===== config.mk =====
export PLATFORM = sky130hd
export DESIGN_NAME = clock_divider_multi
export DESIGN_NICKNAME = d
export VERILOG_FILES = /design/src/rtl/clock_divider_multi.sv
export SDC_FILE = /design/constraint.sdc
export NUM_CORES = 1
export LEC_CHECK = 0
export ABC_AREA = 1
export BUFFER_PORTS_ARGS = -buffer_cell sky130_fd_sc_hd__buf_2
export CAP_MARGIN = 10
export CORE_AREA = 10 10 164 227
export CTS_BUF_LIST = sky130_fd_sc_hd__clkbuf_2
export DETAILED_ROUTE_END_ITERATION = 10
export DIE_AREA = 0 0 174 237
export PLACE_DENSITY = 0.5
export SKIP_LAST_GASP = 1
export SLEW_MARGIN = 20
export SYNTH_ARGS = -nofsm -noshare
export SYNTH_HDL_FRONTEND = slang
export SYNTH_SLANG_ARGS = --single-unit

===== constraint.sdc =====
create_clock -name main_clk -period 2.8 [get_ports main_clk]
set_input_delay 0.14 -clock main_clk [delete_from_list [all_inputs] [get_ports main_clk]]
set_output_delay 0.14 -clock main_clk [all_outputs]
set_load 0.1 [all_outputs]

===== src/rtl/clock_divider_multi.sv =====
// N-channel clock divider: per-channel programmable divisor, one-cycle tick enable and 50% square wave.
// Optional macro CLKDIV_SYNC_EN adds a sync input that phase-aligns every channel.
module clock_divider_multi #(
    parameter int NUM_CH      = 2,
    parameter int DIV_W       = 32,
    parameter int DEFAULT_DIV = 100000000,
    localparam int CH_W       = (NUM_CH > 1) ? $clog2(NUM_CH) : 1
) (
    input  logic              main_clk,
    input  logic              rst,
    input  logic              wr_en,
    input  logic [CH_W-1:0]   wr_ch,
    input  logic [DIV_W-1:0]  wr_div,
    output logic              wr_ack,
    output logic              wr_err,
    output logic [NUM_CH-1:0] tick,
    output logic [NUM_CH-1:0] slow_clk
`ifdef CLKDIV_SYNC_EN
    ,
    input  logic              sync
`endif
);

    localparam logic [DIV_W-1:0] DEF_DIV = DIV_W'(DEFAULT_DIV);

    logic r_wr_ack;
    logic r_wr_err;
    logic w_ch_ok;

    // Channel index may exceed NUM_CH when NUM_CH is not a power of two.
    assign w_ch_ok = ({{(32-CH_W){1'b0}}, wr_ch} < 32'(NUM_CH));

    // Write handshake: acknowledge every strobe, flag out-of-range channels.
    always_ff @(posedge main_clk) begin
        if (rst) begin
            r_wr_ack <= 1'b0;
            r_wr_err <= 1'b0;
        end else begin
            r_wr_ack <= wr_en;
            r_wr_err <= wr_en & ~w_ch_ok;
        end
    end

    assign wr_ack = r_wr_ack;
    assign wr_err = r_wr_err;

    for (genvar g = 0; g < NUM_CH; g++) begin : g_ch
        logic [DIV_W-1:0] r_cnt;
        logic [DIV_W-1:0] r_div_act;
        logic [DIV_W-1:0] r_div_shd;
        logic [DIV_W-1:0] w_last;
        logic             r_tick;
        logic             r_slow;
        logic             w_wr_hit;
        logic             w_wrap;

        // Terminal count of the running period; a divisor of 0 behaves as 1.
        always_comb begin
            w_last = {DIV_W{1'b0}};
            if (r_div_act != {DIV_W{1'b0}}) begin
                w_last = r_div_act - DIV_W'(1);
            end else begin
                w_last = {DIV_W{1'b0}};
            end
        end

        assign w_wrap   = (r_cnt == w_last);
        assign w_wr_hit = wr_en & (wr_ch == CH_W'(g));

        // Shadow divisor: written any cycle, only adopted by the counter at a wrap.
        always_ff @(posedge main_clk) begin
            if (rst) begin
                r_div_shd <= DEF_DIV;
            end else if (w_wr_hit) begin
                r_div_shd <= wr_div;
            end else begin
                r_div_shd <= r_div_shd;
            end
        end

        // Period counter, tick pulse and square wave; the active divisor changes only at wrap.
        always_ff @(posedge main_clk) begin
            if (rst) begin
                r_cnt     <= {DIV_W{1'b0}};
                r_div_act <= DEF_DIV;
                r_tick    <= 1'b0;
                r_slow    <= 1'b0;
            end
`ifdef CLKDIV_SYNC_EN
            else if (sync) begin
                r_cnt     <= {DIV_W{1'b0}};
                r_div_act <= r_div_shd;
                r_tick    <= 1'b0;
                r_slow    <= 1'b0;
            end
`endif
            else if (w_wrap) begin
                r_cnt     <= {DIV_W{1'b0}};
                r_div_act <= r_div_shd;
                r_tick    <= 1'b1;
                r_slow    <= ~r_slow;
            end else begin
                r_cnt     <= r_cnt + DIV_W'(1);
                r_div_act <= r_div_act;
                r_tick    <= 1'b0;
                r_slow    <= r_slow;
            end
        end

        assign tick[g]     = r_tick;
        assign slow_clk[g] = r_slow;
    end

endmodule

==> results of run 1 <==
-- flip-flops by register name, summed over array words and instances (netlist names) --
name	flops
g_ch.r_cnt	64
g_ch.r_slow	2
wr_ack	1
g_ch.r_div_shd	64
g_ch.r_div_act	64
g_ch.r_tick	2
-- cell type report --
type | count | area, um^2 | area share, %
multi-input combinational | 1336 | 6970 | 46.9
sequential | 197 | 3990 | 26.8
timing repair buffer | 254 | 2410 | 16.2
inverter | 184 | 693 | 4.66
tap | 445 | 557 | 3.74
clock inverter | 14 | 164 | 1.10
clock buffer | 18 | 90.1 | 0.606
antenna | 2 | 5.00 | 0.0336
-- critical path: stages, from the launching register on --
cell       delay (ns)
dfxtp_2          0.41
buf_4            0.16
nor2_1           0.14
nand2_1          0.13
nor2_1           0.18
nand2_2          0.15
o21bai_2         0.23
nand3_1          0.11
nand2_1          0.08
nand2_1          0.05
nor2_1           0.10
nand2_1          0.07
nor2_2           0.17
nand3_4          0.25
nand2_8          0.18
clkbuf_16        0.18
nor2_1           0.04
-- synth_stat cells --
master	instances	area share, %
nand2_1	481	16
nor2_1	309	10
dfxtp_1	197	35
nand3_1	187	8.2
inv_1	182	6.0
nand4_1	138	7.6
xor2_1	66	5.1
o21ai_0	53	2.3
clkbuf_1	26	0.86
nor3_1	24	1.1
buf_2	23	1.0
o21bai_1	21	1.4
nor2_2	20	1.1
buf_6	10	0.99
buf_4	9	0.59
nor2_4	7	0.69
buf_1	5	0.16
nand2_2	5	0.27
xnor2_1	5	0.38
ha_1	4	0.44
nor4_1	4	0.22
nand3b_1	3	0.20
and2_1	2	0.11
inv_2	2	0.066
nand3_4	2	0.31
o21bai_2	2	0.20
conb_1	1	0.033
nand2_4	1	0.099
-- metal layers --
metal | vias up | track usage, % | part of all wire [%]
li1 | 6156 | - | -
met1 | 5374 | 18.1 | 38
met2 | 180 | 33.9 | 56
met3 | 83 | 2.23 | 1.8
met4 | 0 | 9.17 | 4.6
met5 | - | 0 | 0
-- kinds of logic after synthesis --
| kind of cell | synth area share (%) |
|---|---|
| adders and majority gates | 0.439 |
| AOI/OAI and AO/OA | 3.91 |
| and+or+nand+nor | 45.9 |
| xor gates and xnor gates | 5.46 |
| DFF | 34.6 |
| buffers and inverters | 9.67 |
| other | 0.0329 |
-- path summary, 6_finish.rpt --
check | from | end | slack [ns] | cells past startpoint
hold / removal | wr_div[30] | g_ch[0].r_div_shd[30] | 0.08 | 4
setup / recovery | g_ch[0].r_div_act[14] | g_ch[0].r_cnt[7] | 0.08 | 16
setup reg to reg | g_ch[0].r_div_act[14] | g_ch[0].r_cnt[7] | 0.08 | 16
hold reg to reg | g_ch[1].r_div_shd[29] | g_ch[1].r_div_act[29] | 0.46 | 2
-- power by group --
group | leakage, nW | switching [mW] | internal, mW
Sequential | 1.61 | 0.0419 | 2.88
Clock | 0.153 | 1.12 | 0.451
Combinational | 4.75 | 0.206 | 0.190
Total | 6.51 | 1.36 | 3.52
-- metrics by stage --
stage	worst slack [ns]	cells	setup TNS (ns)	cell area, um^2
2_1_floorplan	0.435	1789	0	11400
3_3_place_gp	-0.0417	2302	-0.0953	12700
3_5_place_dp	-0.0496	2302	-0.595	12700
4_1_cts	0.00269	2418	0	13800
5_1_grt	-0.135	2450	-9.79	14900
6_report	0.0827	2450	0	14900
-- what timing repair did --
item,in CTS,in global routing
hold buffers,84,0
buffers inserted,0,18
resized for setup,7,200
endpoints found under the hold margin,125,0
gates cloned,0,12
pin swaps,2,40
setup endpoints to repair,66,132
==> results.md, run 1 <==
* Fmax at 368 MHz
* Layout cells sized above 1 at 19.7%
* Req. time, crit path at 3.63 ns
* Die ar. at 41200 um^2
* First-pass DRT Iterations at 5
* DR vias/cell at 4.81
* Hold_ws at 0.0752 ns
* WL final at 38000 um
* Commonest non-fill, non-tap cell in the layout: nand2_1
* Initial drt markers at 562
* Clock Latency Late Sink at 0.93 ns
* Min Tclk post-route at 2.72 ns
* Vias in the first global route at 11300
* Pin count of the biggest net entering global routing at 62
* Die width at 174 um
* Power per cell area at 328 nW/um^2
* LEAKAGE at 6.51 nW
* Pwr Total at 4.89 mW
* IO buf count at 40
* Final core utilization at 45.1%
* CTS tree: built
* Post-Syn Area per Cell at 6.37 um^2
* #FFs+latches synth at 197
* Crit. End Element: register
* Yosys warning count at 0
* Worst slew pin tran at 1.02 ns
* Most frequent cells in the layout: nand2_1, nor2_1, inv_1, dfxtp_1, nand3_1
* Total congestion overflow at 0
* Crit path DAT at 3.54 ns
* CTS H-tree lvls at 4
* Syn-to-layout area delta at 30.6%
* Post-synthesis instance area at 11400 um^2
* Wire per inst at 15.5 um
* TritonCTS Buffers at 17
* First-pass GRT wire length at 58800 um
* Fill cells at 3532
* I/O pin cnt at 42
* Drt drc at 0
* Status: completed
* RSZ-0062 raised after global routing: yes
* Crit path kind: register to register
* RePlAce Congestion at 0.920
* Register area share after synthesis at 34.6%
* CORE AREA at 33000 um^2
* Starting Density at 34.5%
* Core Rows at 79
* Reported max-cap violation count at 0
* Worst-path maximum fanout at 8
* Max Slew Vio Count at 0
* Clk slew on worst S/H paths at 0.29 ns
* Final HPWL from detailed placement at 27800 um
* Synth Net Count at 1829
* Netlist cell types at 28
* Initial antenna violation count at 2
* CTS Sinks at 197
* Die H at 237 um
* Slew margin rel. at 31.7%
* Clk root buf: clkbuf_2
* Worst VDD drop at 0.000207 V
* Fin crit share at 97.0%
* Vias at 11800
* Syn Inst Count at 1789
* Final setup fails at 0
* HP Class: input pin to register
* Clock Skew at 0.0480 ns
* CTS max path bufs at 2
* CP Launch Type: register
* Final nets at 2030
* Final Hold Violating Endpoints at 0
* DRT antenna net count at 0
* Global-route usage over all layers at 17.6%
No activity file was read; power rests on OpenSTA's default activity.
==> run 2: changes to the inputs <==
--- a/config.mk
+++ b/config.mk
@@ -6,13 +6,12 @@
 export NUM_CORES = 1
 export LEC_CHECK = 0
 export ABC_AREA = 1
-export BUFFER_PORTS_ARGS = -buffer_cell sky130_fd_sc_hd__buf_2
 export CAP_MARGIN = 10
 export CORE_AREA = 10 10 164 227
 export CTS_BUF_LIST = sky130_fd_sc_hd__clkbuf_2
 export DETAILED_ROUTE_END_ITERATION = 10
 export DIE_AREA = 0 0 174 237
-export PLACE_DENSITY = 0.5
+export DONT_BUFFER_PORTS = 1
 export SKIP_LAST_GASP = 1
 export SLEW_MARGIN = 20
 export SYNTH_ARGS = -nofsm -noshare
==> results.md, run 2 (synthesis results as in run 1) <==
* Fmax at 374 MHz
* HP Class: input pin to register
* Worst-path maximum fanout at 6
* Crit. End Element: register
* Wire per inst at 14.6 um
* Hold Path End: g_ch[0].r_div_shd[10]
* Most used cell, CP: nand2_1
* GRT met2 Usage at 30.6%
* Slowest cell delay on critical path at 0.42 ns
* Vias in the first global route at 10900
* Clk slew on worst S/H paths at 0.30 ns
* Power per cell area at 344 nW/um^2
* Reg2reg path depth at 19
* Pin count of the biggest net entering global routing at 76
* Comb pwr share at 7.0%
* IO buf count at 0
* Register share of total power at 60.1%
* Reg-to-Reg Start: g_ch[1].r_div_act[1]
* Req. time, crit path at 3.54 ns
* RePlAce Congestion at 0.947
* Layout cells sized above 1 at 13.0%
* CTS Sinks at 197
* Clock Latency Late Sink at 0.85 ns
* DR vias/cell at 4.91
* Largest regs: g_ch.r_cnt x64, g_ch.r_div_act x64, g_ch.r_div_shd x64
* Crit path DAT at 3.42 ns
* Max Slew Vio Count at 0
* Worst slew pin tran at 0.986 ns
* Final Hold Violating Endpoints at 0
* Syn-to-layout area delta at 24.2%
* Switching Share at 26.7%
* First-pass DRT Iterations at 7
* CTS H-tree lvls at 4
* First-pass GRT wire length at 54800 um
* Internal at 3.57 mW
* Min-delay src: wr_div[10]
* Grt met3 use at 2.60%
* Initial antenna violation count at 7
* Reported max-cap violation count at 0
* Die H at 237 um
* Clock Power Share at 32.9%
* CTS tree: built
* Worst hold path stage count at 3
* Finished Cell Area at 14100 um^2
* Drt drc at 0
* Vias at 11800
* Final HPWL from detailed placement at 25700 um
* Most frequent cells in the layout: nand2_1, nor2_1, nand3_1, inv_1, dfxtp_1
* CTS max path bufs at 2
* Global-route usage over all layers at 16.0%
* Slowest CP cell: dfxtp_4
* Die width at 174 um
* Core Rows at 79
* Setup TNS at 0 ns
* Worst VDD drop at 0.000305 V
* Final setup fails at 0
* GRT met1 Usage at 16.6%
* CP Launch Type: register
* Clock Skew at 0.0596 ns
* Slew margin rel. at 34.2%
* WL final at 35100 um
* R2r setup slk at 0.13 ns
* Starting Density at 34.5%
* I/O pin cnt at 42
* Final nets at 1975
* Area of the multi-input gates at 6570 um^2
* Top Usage Layer GRT: met2
* LEAKAGE at 6.24 nW
* Initial drt markers at 668
* DRT antenna net count at 0
* Total congestion overflow at 0
* Crit path kind: register to register
* Fill cells at 3494
* Ordered list of cells on the worst path: inv_4, ha_4, nand3_4, buf_6, nor2_4, nand2_4, nand2_2, nand2_2, nor2_1, nand2_1, nand2_1, nand2_1, nor2_1, nand2_1, nor2_4, nand3_4, nand2_8, clkbuf_16, nor2_1
* Status: completed
* CORE AREA at 33000 um^2
* Min Tclk post-route at 2.67 ns
* Fin crit share at 95.5%
* P_sw at 1.30 mW
* TritonCTS Buffers at 17
* Reg area at 3990 um^2
* Placed Area at 12300 um^2
* Capturing point of the worst reg2reg path: g_ch[1].r_cnt[0]
* Commonest non-fill, non-tap cell in the layout: nand2_1
* Clk root buf: clkbuf_2
* Die ar. at 41200 um^2
## run 2: final cells by class
type / count / area share (%)
diodes: 4 / 0.0707
clock buffers: 17 / 0.601
clock inverters: 14 / 1.31
inverters: 184 / 4.93
multi-input cells: 1335 / 46.4
flip-flops and latches: 197 / 28.2
well taps: 445 / 3.93
repair buffers: 200 / 14.5
## run 2: timing repair
action,4_1_cts,5_1_grt
hold buffers,92,1
endpoints found under the setup margin,67,132
buffers inserted,0,22
pin swaps,1,22
cloned,0,9
gates resized for setup,4,111
endpoints found under the hold margin,197,1
## run 2: how the worst max path moves through the flow
stage	endpoint	slack, ns	cells past startpoint	from
2_1_floorplan	g_ch[1].r_cnt[9]	0.44	17	g_ch[1].r_div_act[0]
5_1_grt	g_ch[1].r_cnt[16]	-0.02	15	g_ch[1].r_div_act[12]
3_5_place_dp	g_ch[1].r_div_act[13]	-0.12	19	g_ch[1].r_div_act[0]
6_report	g_ch[1].r_cnt[0]	0.13	19	g_ch[1].r_div_act[1]
3_3_place_gp	g_ch[1].r_div_act[13]	-0.09	18	g_ch[1].r_div_act[0]
4_1_cts	g_ch[0].r_div_act[31]	0.007	19	g_ch[0].r_div_act[0]
## run 2: metal layers
metal  vias up  share of wire [%]
met1      5425                 38
li1       6045                  -
met5         -              0.097
met4         6                3.8
met3        80                2.9
met2       199                 55
## run 2: per-stage QoR
stage / cells / utilization [%] / power (mW) / hold WS (ns) / setup WS (ns)
finish: 2396 / 42.9 / 4.87 / 0.0631 / 0.127
global route: 2396 / 42.9 / 5.09 / 0.00236 / -0.0187
global placement: 2237 / 37.1 / 3.19 / 0.215 / -0.0950
detailed placement: 2237 / 37.1 / 3.19 / 0.215 / -0.123
CTS: 2360 / 40.8 / 4.92 / 0.000730 / 0.00713
floorplan: 1789 / - / 3.14 / 0.212 / 0.435
## run 2: power groups by stage
stage	Combinational, mW	Clock [mW]	Sequential (mW)
after floorplan	0.171	0	2.97
after global placement	0.207	0	2.98
after detailed placement	0.211	0	2.98
after CTS	0.324	1.66	2.93
after global routing	0.380	1.76	2.94
final	0.342	1.60	2.93
## run 2: worst max-delay path: cells and delay by family (launching register included)
family / cells / cell delay, ns
DFF: 1 / 0.42
buffers and inverters: 3 / 0.37
and+or+nand+nor: 15 / 1.66
adders and majority gates: 1 / 0.15
==> run 3: changes to the inputs <==
--- a/config.mk
+++ b/config.mk
@@ -7,11 +7,13 @@
 export LEC_CHECK = 0
 export ABC_AREA = 1
 export CAP_MARGIN = 10
-export CORE_AREA = 10 10 164 227
+export CORE_AREA = 10 10 133 184
 export CTS_BUF_LIST = sky130_fd_sc_hd__clkbuf_2
 export DETAILED_ROUTE_END_ITERATION = 10
-export DIE_AREA = 0 0 174 237
+export DIE_AREA = 0 0 143 194
 export DONT_BUFFER_PORTS = 1
+export MAX_ROUTING_LAYER = met4
+export PLACE_DENSITY = 0.69
 export SKIP_LAST_GASP = 1
 export SLEW_MARGIN = 20
 export SYNTH_ARGS = -nofsm -noshare
==> results.md, run 3 (synthesis results as in run 1) <==
* Status: completed
* Global-route usage over all layers at 26.5%
* Worst VDD drop at 0.000207 V
* Die ar. at 27700 um^2
* First-pass GRT wire length at 57800 um
* Clock Latency Late Sink at 0.86 ns
* Initial antenna violation count at 8
* HP Class: input pin to register
* DRT antenna net count at 0
* Clk slew on worst S/H paths at 0.31 ns
* TritonCTS Buffers at 17
* Final HPWL from detailed placement at 26300 um
* P_sw at 1.31 mW
* I/O pin cnt at 42
* Pin count of the biggest net entering global routing at 81
* Switching Share at 27.9%
* Clock Skew at 0.0405 ns
* IO buf count at 0
* Crit. End Element: register
* Fin crit share at 95.5%
* Syn-to-layout area delta at 23.0%
* Register share of total power at 62.3%
* Internal at 3.39 mW
* Core Rows at 63
* Die H at 194 um
* Layout cells sized above 1 at 12.9%
* Pwr Total at 4.70 mW
* Initial drt markers at 701
* Req. time, crit path at 3.57 ns
* CORE AREA at 21000 um^2
* Reg2reg path depth at 18
* Power per cell area at 336 nW/um^2
* RSZ-0062 raised after global routing: yes
* DR vias/cell at 5.41
* Slew margin rel. at 35.6%
* Final nets at 1995
* First-pass DRT Iterations at 5
* WL final at 36700 um
* Total congestion overflow at 0
* Die width at 143 um
* Comb pwr share at 7.5%
* Vias in the first global route at 11400
* RePlAce Congestion at 0.956
* CP Launch Type: register
* Clk root buf: clkbuf_2
* Vias at 12100
* Fmax at 374 MHz
* Min Tclk post-route at 2.67 ns
* Max Slew Vio Count at 0
* CTS max path bufs at 2
* Wire per inst at 16.4 um
* Crit path kind: register to register
* Final setup fails at 0
* Commonest non-fill, non-tap cell in the layout: nand2_1
* Worst slew pin tran at 0.965 ns
* CTS tree: built
* CTS H-tree lvls at 4
* Worst hold path stage count at 3
* Starting Density at 54.1%
* Crit path DAT at 3.45 ns
* CTS Sinks at 197
* Drt drc at 0
* Largest regs: g_ch.r_cnt x64, g_ch.r_div_act x64, g_ch.r_div_shd x64
* Most frequent cells in the layout: nand2_1, nor2_1, nand3_1, inv_1, dfxtp_1
* Hold_ws at 0.0738 ns
* Clock Power Share at 30.3%
* Reported max-cap violation count at 0
* LEAKAGE at 6.28 nW
* Final Hold Violating Endpoints at 0
* Worst-path maximum fanout at 17
run 3: changes by cell type in the layout (fill, tap and decap cells not counted), moves of 4 or more:
cell / previous run / this run
inv_6: 8 / 2
nor2_2: 33 / 29
diode_2: 4 / 9
dfxtp_1: 169 / 176
o21ai_1: 5 / 1
o21ai_0: 48 / 52
buf_4: 80 / 87
dlygate4sd3_1: 93 / 108
dfxtp_2: 22 / 15
run 3: cell type report:
cell class / count / area (um^2)
fillers: 1899 / 7030
multi-input cells: 1336 / 6590
flip-flops and latches: 197 / 3990
repair buffers: 219 / 2170
inverters: 184 / 693
well taps: 260 / 325
clock inverters: 15 / 144
clock buffers: 17 / 85.1
diodes: 9 / 22.5
run 3: final timing paths:
check	end	slack, ns	startpoint
max	g_ch[1].r_cnt[30]	0.13	g_ch[1].r_div_act[1]
min	g_ch[1].r_div_shd[28]	0.07	wr_div[28]
max reg2reg	g_ch[1].r_cnt[30]	0.13	g_ch[1].r_div_act[1]
min reg2reg	g_ch[0].r_div_act[11]	0.46	g_ch[0].r_div_shd[11]
run 3: repair_timing:
item / 4_1_cts / 5_1_grt
buffers inserted: 0 / 14
hold buffers: 108 / 0
endpoints found under the hold margin: 197 / 0
endpoints found under the setup margin: 68 / 132
pin swaps: 0 / 19
resized for setup: 2 / 107
cloned: 0 / 7
run 3: critical path: stages, from the launching register on:
cell	delay, ns
dfxtp_2	0.40
inv_2	0.08
ha_4	0.15
nand3_2	0.11
nor2_4	0.12
buf_6	0.13
buf_4	0.11
nand2_1	0.14
o21bai_2	0.19
nand3_1	0.09
nand2_1	0.07
nand2_1	0.06
nor2_1	0.10
nand2_1	0.11
nor2_4	0.20
nand3_4	0.16
nand2_4	0.13
buf_12	0.17
nor2_1	0.05
run 3: metrics by stage:
stage	worst slack [ns]	util, %	TNS (ns)	std cells	instance area [um^2]
floorplan	0.435	-	0	1789	11400
global placement	0.0327	57.5	0	2067	12100
detailed placement	0.00340	57.5	0	2067	12100
CTS	0.00541	63.8	0	2207	13400
global route	-0.0623	66.6	-1.02	2236	14000
finish	0.127	66.6	0	2237	14000
run 3: power by group through the flow:
stage,clock network (mW),logic [mW],registers (mW)
after global routing,1.56,0.390,2.94
after floorplan,0,0.171,2.97
after CTS,1.45,0.331,2.93
after detailed placement,0,0.205,2.98
after global placement,0,0.200,2.98
final,1.42,0.352,2.93
run 3: layer usage:
| layer | share of wire (%) | vias to the layer above | wire length, um | GRT usage, % |
|---|---|---|---|---|
| met5 | 0 | - | 0 | - |
| met4 | 7.2 | 0 | 2650 | 17.0 |
| met3 | 3.2 | 144 | 1170 | 3.43 |
| met2 | 54 | 347 | 19700 | 48.0 |
| met1 | 36 | 5505 | 13200 | 25.8 |
| li1 | - | 6104 | - | - |
